===== config.mk =====
export PLATFORM = sky130hd
export DESIGN_NAME = acc_core_param_flat
export DESIGN_NICKNAME = d
export VERILOG_FILES = /design/src/rtl/acc_core_param_if.sv /design/src/rtl/acc_core_param.sv /design/src/flat_wrapper.sv
export SDC_FILE = /design/constraint.sdc
export NUM_CORES = 1
export LEC_CHECK = 0
export CAP_MARGIN = 20
export CORE_MARGIN = 2
export CORE_UTILIZATION = 55
export DETAILED_ROUTE_END_ITERATION = 10
export MAX_ROUTING_LAYER = met4
export PLACE_DENSITY = 0.93
export SYNTH_ARGS = -nofsm -noshare
export SYNTH_HDL_FRONTEND = slang
export SYNTH_SLANG_ARGS = --single-unit

===== constraint.sdc =====
create_clock -name clk -period 4.2 [get_ports clk]
set_clock_uncertainty 0.05 [all_clocks]
set_input_delay 0.63 -clock clk [delete_from_list [all_inputs] [get_ports clk]]
set_output_delay 0.63 -clock clk [all_outputs]
set_load 0.03 [all_outputs]

===== src/rtl/acc_core_param_if.sv =====
// Memory-side bundle for the accumulator core: one request/acknowledge
// transfer channel with separate read and write data paths.
interface acc_core_param_if #(
  parameter int unsigned DW = 8,
  parameter int unsigned AW = 5
) ();
  logic          req;
  logic          we;
  logic [AW-1:0] addr;
  logic [DW-1:0] wdata;
  logic [DW-1:0] rdata;
  logic          ack;

  modport master (
    output req,
    output we,
    output addr,
    output wdata,
    input  rdata,
    input  ack
  );

  modport slave (
    input  req,
    input  we,
    input  addr,
    input  wdata,
    output rdata,
    output ack
  );
endinterface


===== src/rtl/acc_core_param.sv =====
// Single-accumulator processor core with a multi-cycle FETCH/DECODE/EXEC
// control FSM and a req/ack memory port that tolerates wait states.
module acc_core_param #(
  parameter int unsigned DW  = 8,
  parameter int unsigned OPW = 3
) (
  input  logic                clk,
  input  logic                rst,
  input  logic                start,
  acc_core_param_if.master    mem,
  output logic                halted,
  output logic [OPW-1:0]      op_code,
  output logic [DW-OPW-1:0]   pc_out,
  output logic [DW-1:0]       ac_out,
  output logic                zero,
  output logic                carry
);
  localparam int unsigned AW = DW - OPW;

  localparam logic [OPW-1:0] OpLda = OPW'(0);
  localparam logic [OPW-1:0] OpSta = OPW'(1);
  localparam logic [OPW-1:0] OpAdd = OPW'(2);
  localparam logic [OPW-1:0] OpSub = OPW'(3);
  localparam logic [OPW-1:0] OpAnd = OPW'(4);
  localparam logic [OPW-1:0] OpJmp = OPW'(5);
  localparam logic [OPW-1:0] OpJz  = OPW'(6);
  localparam logic [OPW-1:0] OpHlt = OPW'(7);

  typedef enum logic [1:0] {StIdle, StFetch, StDecode, StExec} state_e;

  state_e        state_q, state_d;
  logic [AW-1:0] pc_q;
  logic [DW-1:0] ir_q;
  logic [DW-1:0] ac_q;
  logic          carry_q;

  logic [OPW-1:0] op;
  logic [AW-1:0]  operand;
  logic           xfer_done;
  logic [DW:0]    sum;
  logic [DW:0]    diff;

  assign op        = ir_q[DW-1:AW];
  assign operand   = ir_q[AW-1:0];
  // mem.req is itself a pure function of state, so this adds no output path.
  assign xfer_done = mem.req & mem.ack;
  assign sum       = {1'b0, ac_q} + {1'b0, mem.rdata};
  // Top bit of the widened difference is the borrow, i.e. M[a] > AC.
  assign diff      = {1'b0, ac_q} - {1'b0, mem.rdata};

  // State register.
  always_ff @(posedge clk) begin
    if (rst) state_q <= StIdle;
    else     state_q <= state_d;
  end

  // Next-state decode; transfer states wait for the completing edge.
  always_comb begin
    state_d = state_q;
    case (state_q)
      StIdle:   if (start) state_d = StFetch;
      StFetch:  if (xfer_done) state_d = StDecode;
      StDecode: begin
        if (op == OpJmp || op == OpJz) state_d = StFetch;
        else if (op == OpHlt)          state_d = StIdle;
        else                           state_d = StExec;
      end
      StExec:   if (xfer_done) state_d = StFetch;
      default:  state_d = StIdle;
    endcase
  end

  // Memory control outputs, decoded from registered state and IR only.
  always_comb begin
    mem.req  = 1'b0;
    mem.we   = 1'b0;
    mem.addr = '0;
    case (state_q)
      StFetch: begin
        mem.req  = 1'b1;
        mem.addr = pc_q;
      end
      StExec: begin
        mem.req  = 1'b1;
        mem.we   = (op == OpSta);
        mem.addr = operand;
      end
      default: ;
    endcase
  end

  // Datapath registers; updates land only on completing edges or in DECODE.
  always_ff @(posedge clk) begin
    if (rst) begin
      pc_q    <= '0;
      ir_q    <= '0;
      ac_q    <= '0;
      carry_q <= 1'b0;
    end else begin
      case (state_q)
        StFetch: begin
          if (xfer_done) begin
            ir_q <= mem.rdata;
            pc_q <= pc_q + AW'(1);
          end
        end
        StDecode: begin
          if (op == OpJmp || (op == OpJz && zero)) pc_q <= operand;
        end
        StExec: begin
          if (xfer_done) begin
            case (op)
              OpLda: ac_q <= mem.rdata;
              OpAdd: {carry_q, ac_q} <= sum;
              OpSub: {carry_q, ac_q} <= diff;
              OpAnd: ac_q <= ac_q & mem.rdata;
              default: ;
            endcase
          end
        end
        default: ;
      endcase
    end
  end

  assign mem.wdata = ac_q;
  assign halted    = (state_q == StIdle);
  assign op_code   = op;
  assign pc_out    = pc_q;
  assign ac_out    = ac_q;
  assign zero      = (ac_q == '0);
  assign carry     = carry_q;
endmodule


===== src/flat_wrapper.sv =====
// flat-port wrapper written by rule: the top's interface ports become plain ports
module acc_core_param_flat 
#(
  parameter int unsigned DW  = 8,
  parameter int unsigned OPW = 3
)
  (clk, rst, start, halted, op_code, pc_out, ac_out, zero, carry, mem_req, mem_we, mem_addr, mem_wdata, mem_rdata, mem_ack);
  acc_core_param_if #(.DW(DW)) mem_i ();
  input  logic clk;
  input  logic rst;
  input  logic start;
  output logic halted;
  output logic [OPW-1:0] op_code;
  output logic [DW-OPW-1:0] pc_out;
  output logic [DW-1:0] ac_out;
  output logic zero;
  output logic carry;
  output wire logic [$bits(mem_i.req)-1:0] mem_req;
  output wire logic [$bits(mem_i.we)-1:0] mem_we;
  output wire logic [$bits(mem_i.addr)-1:0] mem_addr;
  output wire logic [$bits(mem_i.wdata)-1:0] mem_wdata;
  input wire logic [$bits(mem_i.rdata)-1:0] mem_rdata;
  input wire logic [$bits(mem_i.ack)-1:0] mem_ack;
  assign mem_req = mem_i.req;
  assign mem_we = mem_i.we;
  assign mem_addr = mem_i.addr;
  assign mem_wdata = mem_i.wdata;
  assign mem_i.rdata = mem_rdata;
  assign mem_i.ack = mem_ack;
  acc_core_param #(.DW(DW), .OPW(OPW)) u_core (.clk(clk), .rst(rst), .start(start), .mem(mem_i), .halted(halted), .op_code(op_code), .pc_out(pc_out), .ac_out(ac_out), .zero(zero), .carry(carry));
endmodule

# Yosys cells after proc, flatten, opt, wreduce, memory -nomap -nowiden
# Cells that the tools add are included.
[word_totals]
regBits = 24
out_inout_bits = 34
inputBits = 12
wordCells = 53
[classes]
mux = 14
n_eq_ne = 14
n_bitwise = 2
n_reduce_logical = 15
n_addsub = 3
[op_table]
columns = ["operator", "n"]
rows = [
  ["one-hot mux 8 bit (4 select lines)", 1],
  ["one-hot mux 5 bit (2 select lines)", 2],
  ["equality test 3 bit (second input constant)", 4],
  ["AND reduction 3 bit", 4],
  ["2-to-1 mux 2 bit", 5],
  ["2-to-1 mux 5 bit", 2],
  ["adder 8 x 8 -> 9 bit", 1],
  ["subtractor 8 x 8 -> 9 bit", 1],
  ["bitwise AND 8 bit", 1],
  ["logical NOT 8 bit", 1],
  ["one-hot mux 2 bit (4 select lines)", 1],
  ["equality test 3 x 2 -> 1 bit (second input constant)", 2],
  ["!= test 2 x 1 -> 1 bit (second input constant)", 3],
  ["adder 5 x 1 -> 5 bit (second input constant)", 1],
  ["equality test 2 bit (second input constant)", 2],
  ["nonzero test 2 bit", 2],
  ["nonzero test 4 bit", 1],
  ["equality test 3 x 1 -> 1 bit (second input constant)", 1],
  ["logical NOT 3 bit", 1],
  ["equality test 2 x 1 -> 1 bit (second input constant)", 1],
  ["logical NOT 2 bit", 1],
  ["logical OR 1 bit", 2],
  ["2-to-1 mux 1 bit", 2],
  ["!= test 2 bit (second input constant)", 1],
  ["5 further kinds", 5],
]

# Depth between registers and ports, before layout
# Gate-level depths: netlist of the first run.
[depth]
word_depth = 6
ltp_mapped = 9

# Worst setup path after synthesis of the first run
# Ideal clock, no wire load.
[synth_path]
path_type = "in2reg"
from = "input mem_rdata[2]"
to = "register u_core.carry_q, in the netlist u_core.carry"
path_stages = 8
slack_ps = 1944
arrival_time_ps = 2115
path_buffers = 0
cell_sequence = "inv_1 -> ha_1 -> nor2b_4 -> o2111ai_2 -> nand3_1 -> a2111oi_0 -> nor3_1 -> a311oi_1"
[synth_between]
elab_chain_cells = 2
[synth_rtl]
columns = ["element", "line_no", "rtl"]
rows = [
  ["from (decl)", "flat_wrapper.sv:22", "input wire logic [$bits(mem_i.rdata)-1:0] mem_rdata;"],
  ["subtractor 8 x 8 -> 9 bit / adder 8 x 8 -> 9 bit (equally long branches)", "acc_core_param.sv:49, acc_core_param.sv:47", ""],
  ["one-hot mux 1 bit (2 select lines) *", "acc_core_param.sv:112", "case (op)"],
  ["to (signal assigned)", "acc_core_param.sv:114", "OpAdd: {carry_q, ac_q} <= sum;"],
  ["to (signal assigned)", "acc_core_param.sv:115", "OpSub: {carry_q, ac_q} <= diff;"],
  ["to (decl)", "acc_core_param.sv:35", "logic carry_q;"],
]
# Mark *: on every way between the ends. The rest lies on a longest branch, timed or not.
# A chain may end at the register's enable or synchronous reset.

# Worst setup path after layout of the first run
[layout_path]
from = "register u_core.ir_q[5]"
to = "output mem_we"
[layout_between]
elab_chain_cells = 2
[layout_rtl]
columns = ["element", "line_no", "rtl"]
rows = [
  ["from (decl)", "acc_core_param.sv:33", "logic [DW-1:0] ir_q;"],
  ["from (signal assigned)", "acc_core_param.sv:103", "ir_q <= mem.rdata;"],
  ["equality test 3 x 1 -> 1 bit", "acc_core_param.sv:85", "mem.we = (op == OpSta);"],
  ["2-to-1 mux 1 bit", "acc_core_param.sv:78", "case (state_q)"],
  ["to (decl)", "flat_wrapper.sv:19", "output wire logic [$bits(mem_i.we)-1:0] mem_we;"],
]
# No other way between the ends.

==> reports/qor.csv, run 1 <==
metric,value,unit
outcome,"finished, final reports clean",
gr-total-overflow,0,
leakagePower,0.00101,uW
routed_via_density,6.13,
ys_types,54,
dp_hpwl,4410,microns
die_x,68.5,microns
hold_path.class,flip-flop to flip-flop,
r2r_slack,1660,ps
area_growth,17.4,%
grt_pass1_wl,9410,microns
worst_slew_pin_slew,1000,ps
antenna_cells,0,
syn_inst,302,
routed-via-count,2280,
layout-drive-gt1-share,5.28,%
final_common_cell,clkdlybuf4s50_1,
io_buffers,45,
multi_input_area,1570,sq um
crit_fanout,21,
antenna_found_initial,0,
ctsHoldBuffers,0,
fmax,340,MHz
fin_util,67.3,%
critical_path_class,flip-flop to primary output,
ios,46,
slew_headroom,33.1,%
critical-path-slowest-cell,dfxtp_1,
wl_per_cell,15.7,microns
worstSetupEndpoint,mem_we,
ant_nets,0,
drtIter0Drc,248,
maxCapViolCount,0,
synth_area,2290,sq um
first_global_vias,1959,
crit_chain,"nor2b_1, and3_1, clkdlybuf4s50_1",
critPathMaxStageDelay,750,ps
rows,23,
finalHoldViolCount,0,
core,4000,sq um
drc,0,
chipHeight,68.5,microns
whs,434,ps
worst_setup_path_end_kind,primary output,
final_cell_mix,"clkdlybuf4s50_1 (45), nor2_1 (29), nand2_1 (26), a21oi_1 (26), dfxtp_1 (24)",
drt-total-wl,5850,microns
fin_tns_setup,0,ps
grt.total_usage,27.4,%
fillCellCount,341,
post_cts_buffers,0,
rsz0062_at_grt,false,
ys_warn_count,0,
grt_max_degree,26,
setup_violations,0,
clock-root-buffer,clkbuf_8,
min_period,2940,ps
synth_edf_count,0,
ys_ff_latch,24,
slew_viol_final,0,
path_clk_slew,80,ps
reg2reg_to,u_core.carry,
crit_cells,3,
worstPathArrival,2260,ps
synth-seq-area-share,21.0,%
avgSynthCellArea,7.59,sq um
synth_fp_nets,338,
htree_levels,1,
clock_latency,270,ps
required,3520,ps
gp_congestion,0.920,
synthFlopType,dfxtp_1,
drt_first_pass_iters,4,
fin_nets,359,
cts_tree,built,
power_density,235,nW/um^2
cts.repair.resized,0,
seq_area,480,sq um
die_area,4700,sq um
crit_start,u_core.ir_q[5],
reg2reg_depth,5,
clkSinkCount,24,
synth-async-reset-ratio,0,%
cts_max_path_buffers,2,
crit_family,flip-flops,
cp-start-kind,flip-flop,
worst-path-buf-inv,1,
timing.final.crit_share,70.0,%
dp_slack,1210,ps
ir_worst_vdd,0.000205,V
r2r-start,u_core.ir_q[6],
cts_buffers,3,
fin_ws,1260,ps
start_util,57.3,%
sequential cells by signal, indices dropped and copies added (netlist names):
register,flops
u_core.ac_out,8
u_core.carry,1
u_core.ir_q,8
u_core.pc_out,5
u_core.state_q,2
worst min path at each step:
| stage | from | cells past startpoint | to | slack [ps] |
|---|---|---|---|---|
| after global placement | u_core.ir_q[3] | 2 | u_core.ir_q[3] | 420 |
| final | u_core.ir_q[1] | 2 | u_core.ir_q[1] | 430 |
| after global routing | u_core.ir_q[3] | 2 | u_core.ir_q[3] | 450 |
| after CTS | u_core.ir_q[1] | 2 | u_core.ir_q[1] | 440 |
| after detailed placement | u_core.ir_q[1] | 2 | u_core.ir_q[1] | 420 |
| after floorplan | u_core.ir_q[1] | 2 | u_core.ir_q[1] | 400 |
power breakdown:
part	internal (uW)	switching [uW]	total [uW]	leakage, uW
Sequential	239	22.8	262	0.000194
Combinational	83.4	126	210	0.000790
Clock	83.9	76.4	160	0.0000288
area by class of cell:
| class | instances | area share [%] |
|---|---|---|
| clock buffers | 4 | 2.05 |
| inverters | 20 | 2.79 |
| multi-input cells | 229 | 58.2 |
| flip-flops and latches | 24 | 17.9 |
| well taps | 50 | 2.33 |
| repair buffers | 45 | 16.7 |
cell families after synthesis:
family,after synthesis,synth area share (%)
AND/OR/NAND/NOR,106,23.5
AO/OA/AOI/OAI,87,26.3
adder cells (fa/ha/maj),24,13.8
XOR/XNOR,8,3.06
multiplexers,4,1.75
buffers and inverters,49,10.7
flip-flops,24,21.0
tightest hold or removal path: cells and delay by family (launching register included):
kind | cells | cell delay (ps)
AND/OR/NAND/NOR | 1 | 60
AO/OA/AOI/OAI | 1 | 50
flip-flops | 1 | 330
routing by layer:
| layer | vias to the layer above | global-route usage [%] | routed length, microns |
|---|---|---|---|
| met2 | 102 | 41.9 | 2750 |
| met5 | - | - | 0 |
| met3 | 11 | 4.71 | 531 |
| li1 | 1103 | - | - |
| met1 | 1064 | 37.2 | 2490 |
| met4 | 0 | 7.50 | 81 |
per-stage QoR:
stage / std cells / instance area (sq um) / total power (uW)
detailed placement: 368 / 2640 / 474
global route: 372 / 2690 / 664
floorplan: 302 / 2290 / 410
global placement: 368 / 2640 / 469
CTS: 372 / 2690 / 635
finish: 372 / 2690 / 632
synthesized netlist by cell type, types with 2 or more instances:
cell type   n  area share, %
a21oi_1    26            5.7
a31oi_1     4            1.1
nor3_1      5            1.1
mux2i_1     4            1.7
buf_2       6            1.3
fa_1        2            1.7
a211oi_2    2            1.1
nor2b_1     4            1.1
a311oi_1    2           0.76
o21ai_1     9            2.0
and3_1      2           0.55
o21ai_0     6            1.3
a22o_1      7            2.7
clkbuf_1   10            1.6
o22ai_1     3           0.82
nand3_1    19            4.2
or4_4       2           0.98
nor3b_1     2           0.66
a211oi_1    5            1.6
inv_1      19            3.1
o31ai_1     2           0.66
xnor2_1     8            3.1
ha_1       22             12
a22oi_1     3           0.98
dfxtp_1    24             21
o221ai_1    3            1.1
nand2b_1    7            1.9
nor2_1     29            4.8
o211ai_1    3           0.98
o21bai_1    2           0.66
buf_4      12            3.9
nand2_1    26            4.3
Note: power is estimated with default switching activity, not from simulation.
==> inputs of run 2 (changes only) <==
CORE_UTILIZATION = 52   (was 55)
PLACE_DENSITY = 0.89   (was 0.93)
clock period = 2.9 ns   (was 4.2 ns; I/O delays follow)
==> reports/qor.csv, run 2 (same netlist as run 1, synthesis figures left out) <==
metric,value,unit,change
placed_area,2740,sq um,+4.1%
min_from,u_core.ir_q[0],,
clock_latency,280,ps,about the same
required,2410,ps,-1110 ps
antenna_found_initial,0,,unchanged
area_growth,22.8,%,
maxCapViolCount,0,,unchanged
use_met1,33.7,%,-3.4 points
ir_worst_vdd,0.000218,V,+6.3%
grt_util_met2,45.0,%,+3.0 points
drc,0,,unchanged
clkSinkCount,24,,unchanged
core,4290,sq um,+7.4%
critical_path_class,flip-flop to primary output,,
crit_fanout,6,,-71%
top_usage_layer,met2,,
routed-via-count,2319,,+1.7%
r2r_slack,490,ps,-1170 ps
post_cts_buffers,0,,unchanged
grt_max_degree,21,,-19%
clock-root-buffer,clkbuf_8,,
min_period,2570,ps,
hold_path_depth,2,,unchanged
fin_tns_setup,0,ps,unchanged
hold_path.class,flip-flop to flip-flop,,
final_common_cell,clkdlybuf4s50_1,,
timing.final.crit_share,88.8,%,
htree_levels,1,,unchanged
fin_nets,373,,+3.9%
path_clk_slew,90,ps,about the same
die_x,70.4,microns,+2.7%
whs_endpoint,u_core.ir_q[0],,
gp_congestion,1.03,,+12%
worstPathArrival,2090,ps,-170 ps
chipHeight,70.4,microns,+2.7%
gr-total-overflow,0,,unchanged
ctsHoldBuffers,0,,unchanged
outcome,"finished, final reports clean",,
final_cell_area,2810,sq um,+4.6%
power.internal,666,uW,+64%
die_area,4950,sq um,+5.4%
met3_usage,3.03,%,-1.7 points
cts_tree,built,,
drtIter0Drc,218,,-12%
routed_via_density,5.98,,-2.5%
drt_first_pass_iters,5,,+1
ios,46,,unchanged
worst_setup_path_end_kind,primary output,,
clkPwrFrac,30.7,%,+5.3 points
cts.repair.resized,0,,unchanged
final_cells,388,,+4.3%
drt-total-wl,6450,microns,+10%
switchingPower,346,uW,+54%
leakagePower,0.00109,uW,+7.5%
setup_violations,0,,unchanged
swShare,34.2,%,-1.5 points
dp_hpwl,4920,microns,+12%
finalHoldViolCount,0,,unchanged
reg2reg_depth,6,,+1
power_density,360,nW/um^2,+53%
start_util,53.4,%,-3.9 points
cp-start-kind,flip-flop,,
fmax,388,MHz,
grt.total_usage,27.3,%,-0.091 points
grt_pass1_wl,10500,microns,+12%
rsz0062_at_grt,false,,
combPwrFrac,32.6,%,-0.6 points
ant_nets,0,,unchanged
r2r-start,u_core.state_q[1],,
rows,24,,+4.3%
p_seq_share,36.7,%,-4.7 points
numPlacedInstances,384,,+4.3%
antenna_cells,0,,unchanged
io_buffers,45,,unchanged
slew_viol_final,0,,unchanged
layout-drive-gt1-share,9.23,%,+3.9 points
slew_headroom,55.4,%,+22 points
final_cell_mix,"clkdlybuf4s50_1 (45), nor2_1 (29), nand2_1 (26), a21oi_1 (26), dfxtp_1 (24)",,
worst_slew_pin_slew,668,ps,-333 ps
fillCellCount,366,,+7.3%
first_global_vias,2221,,+13%
cts_buffers,3,,unchanged
cts_max_path_buffers,2,,unchanged
reg2reg_to,u_core.ac_out[6],,
wl_per_cell,16.6,microns,+5.6%
-- run 2: changes by cell type in the layout (fill, tap and decap cells not counted), sizes merged --
cell | before | now
buf | 0 | 14
clkbuf | 4 | 3
bufinv | 0 | 1
-- run 2: worst max-delay path by stage --
stage	to	slack (ps)	depth (start not counted)	from
2_1_floorplan	u_core.carry	730	7	u_core.ac_out[2]
3_3_place_gp	u_core.carry	220	9	mem_rdata[0]
3_5_place_dp	u_core.ac_out[6]	150	10	mem_rdata[0]
4_1_cts	zero	320	3	u_core.ac_out[7]
5_1_grt	u_core.carry	250	9	mem_rdata[0]
6_report	zero	330	3	u_core.ac_out[7]
-- run 2: through the flow --
stage                     hold slack [ps]  util (%)  worst slack, ps  power [uW]
after detailed placement              420      63.9              151         706
after CTS                             437      65.5              321        1010
final                                 434      65.5              325        1010
after global routing                  460      65.5              252        1050
after floorplan                       399         -              727         594
after global placement                411      63.9              225         695
-- run 2: area by class of cell --
class                   count  area (sq um)  area share [%]
clock buffers               3          41.3            1.47
clock inverters             1          30.0            1.07
inverters                  20          75.1            2.67
multi-input cells         229          1570            55.7
flip-flops and latches     24           480            17.1
well taps                  52          65.1            2.31
repair buffers             59           556            19.7
-- run 2: power by group through the flow --
| stage | registers (uW) | clock network, uW | logic (uW) |
|---|---|---|---|
| floorplan | 383 | 0 | 210 |
| global placement | 378 | 0 | 318 |
| detailed placement | 379 | 0 | 327 |
| CTS | 371 | 313 | 328 |
| global route | 373 | 323 | 358 |
| finish | 371 | 311 | 330 |
-- run 2: routing by layer --
layer,routed length [microns],up-vias
li1,-,1123
met1,2630,1063
met2,3150,116
met3,500,17
met4,170,0
met5,0,-
-- run 2: critical path: stages, from the launching register on --
cell	delay, ps
dfxtp_1	400
or4_4	570
nor2_4	150
clkdlybuf4s50_1	680
==> inputs of run 3 (changes only) <==
CORE_UTILIZATION = 54   (was 52)
CTS_BUF_LIST = sky130_fd_sc_hd__clkbuf_8   (was default)
PLACE_DENSITY = 0.91   (was 0.89)
REMOVE_ABC_BUFFERS = 1   (was default)
==> reports/qor.csv, run 3 (same netlist as run 1, synthesis figures left out) <==
metric,value,unit,change
worst_setup_path_end_kind,primary output,,
layout-drive-gt1-share,8.41,%,-0.82 points
maxCapViolCount,0,,unchanged
gr-total-overflow,0,,unchanged
whs,439,ps,+4.69 ps
cts_tree,built,,
drt-total-wl,6390,microns,-0.87%
rows,23,,-4.2%
cp-start-kind,flip-flop,,
grt_pass1_wl,10900,microns,+3.8%
outcome,"finished, final reports clean",,
path_clk_slew,100,ps,about the same
worstPathArrival,2110,ps,+20 ps
gp_congestion,0.959,,-7.1%
min_period,2590,ps,+17.8 ps
crit_family,simple AND/OR/NAND/NOR gates,,
required,2410,ps,about the same
first_global_vias,2327,,+4.8%
rsz0062_at_grt,false,,
critPathMaxStageDelay,690,ps,about the same
grt.total_usage,28.2,%,+0.89 points
final_cell_mix,"clkdlybuf4s50_1 (45), nor2_1 (29), nand2_1 (26), a21oi_1 (26), dfxtp_1 (24)",,
die_x,69.1,microns,-1.8%
post_cts_buffers,0,,unchanged
ctsHoldBuffers,0,,unchanged
htree_levels,1,,unchanged
routed-via-count,2395,,+3.3%
clock_latency,280,ps,about the same
critical_path_class,flip-flop to primary output,,
ant_nets,0,,unchanged
routed_via_density,6.25,,+4.6%
core,4030,sq um,-6.2%
drt_first_pass_iters,5,,unchanged
dr.max_layer_used,met4,,
power_density,362,nW/um^2,+0.69%
leakagePower,0.00108,uW,-1.3%
area_growth,21.7,%,
slew_viol_final,0,,unchanged
dr_wl_met2,3000,microns,-4.7%
start_util,56.9,%,+3.5 points
die_area,4780,sq um,-3.5%
worst_slew_pin_slew,715,ps,+46.9 ps
dp_hpwl,4870,microns,-1.1%
ir_worst_vdd,0.000230,V,+5.6%
grt_max_degree,21,,unchanged
clkSinkCount,24,,unchanged
finalHoldViolCount,0,,unchanged
cts_max_path_buffers,2,,unchanged
final_common_cell,clkdlybuf4s50_1,,
crit_chain,"or4_4, nor2_4, clkdlybuf4s50_1",,
ios,46,,unchanged
cts.repair.resized,0,,unchanged
cts_buffers,3,,unchanged
drtIter0Drc,269,,+23%
critical-path-slowest-cell,clkdlybuf4s50_1,,
antenna_cells,0,,unchanged
setup_violations,0,,unchanged
fin_tns_setup,0,ps,unchanged
hold_path.class,flip-flop to flip-flop,,
fmax,386,MHz,-0.69%
io_buffers,45,,unchanged
slew_headroom,52.2,%,-3.1 points
dr_wl_met3,543,microns,+8.6%
worst-path-buf-inv,1,,unchanged
fin_nets,370,,-0.80%
chipHeight,69.1,microns,-1.8%
drt-met1-wl,2700,microns,+2.7%
clock-root-buffer,clkbuf_8,,
crit_fanout,6,,unchanged
antenna_found_initial,0,,unchanged
r2r_slack,540,ps,+50 ps
drc,0,,unchanged
wl_per_cell,16.7,microns,+0.43%
timing.final.crit_share,89.4,%,+0.61 points
-- run 3: changes by cell type in the layout (fill, tap and decap cells not counted), sizes merged --
cell  change
buf       -3
-- run 3: worst paths after layout --
check,startpoint,depth (start not counted),end
worst min-delay path,u_core.ir_q[3],2,u_core.ir_q[3]
worst max register to register,u_core.state_q[0],6,u_core.ac_out[6]
worst min register to register,u_core.ir_q[3],2,u_core.ir_q[3]
worst max-delay path,u_core.ac_out[7],3,zero
-- run 3: per-layer routing --
layer,vias to the layer above,GRT usage (%)
met5,-,-
met4,0,12.4
met3,17,4.68
met2,125,43.3
met1,1125,36.5
li1,1128,-
-- run 3: report_power, final --
group,switching (uW),internal (uW),total (uW)
combinational,192,132,325
clock,130,185,315
sequential,24.6,346,371
-- run 3: worst min-delay path: stages (launching register included) --
cell and delay [ps]:
dfxtp_1 340, nand2_1 60, a21oi_1 50
-- run 3: metrics by stage --
stage,setup WS [ps],util [%],instance area [sq um],power (uW),instances
after floorplan,508,-,2120,575,273
after global placement,223,67.5,2720,689,379
after detailed placement,44.1,67.5,2720,699,379
after CTS,313,69.2,2790,1010,383
after global routing,161,69.2,2790,1060,383
final,308,69.2,2790,1010,383
-- run 3: final cells by class --
class,count,area [sq um]
flip-flops and latches,24,480
fillers,338,1240
clock buffers,3,41.3
repair buffers,56,533
multi-input cells,229,1570
well taps,50,62.6
clock inverters,1,30.0
inverters,20,75.1
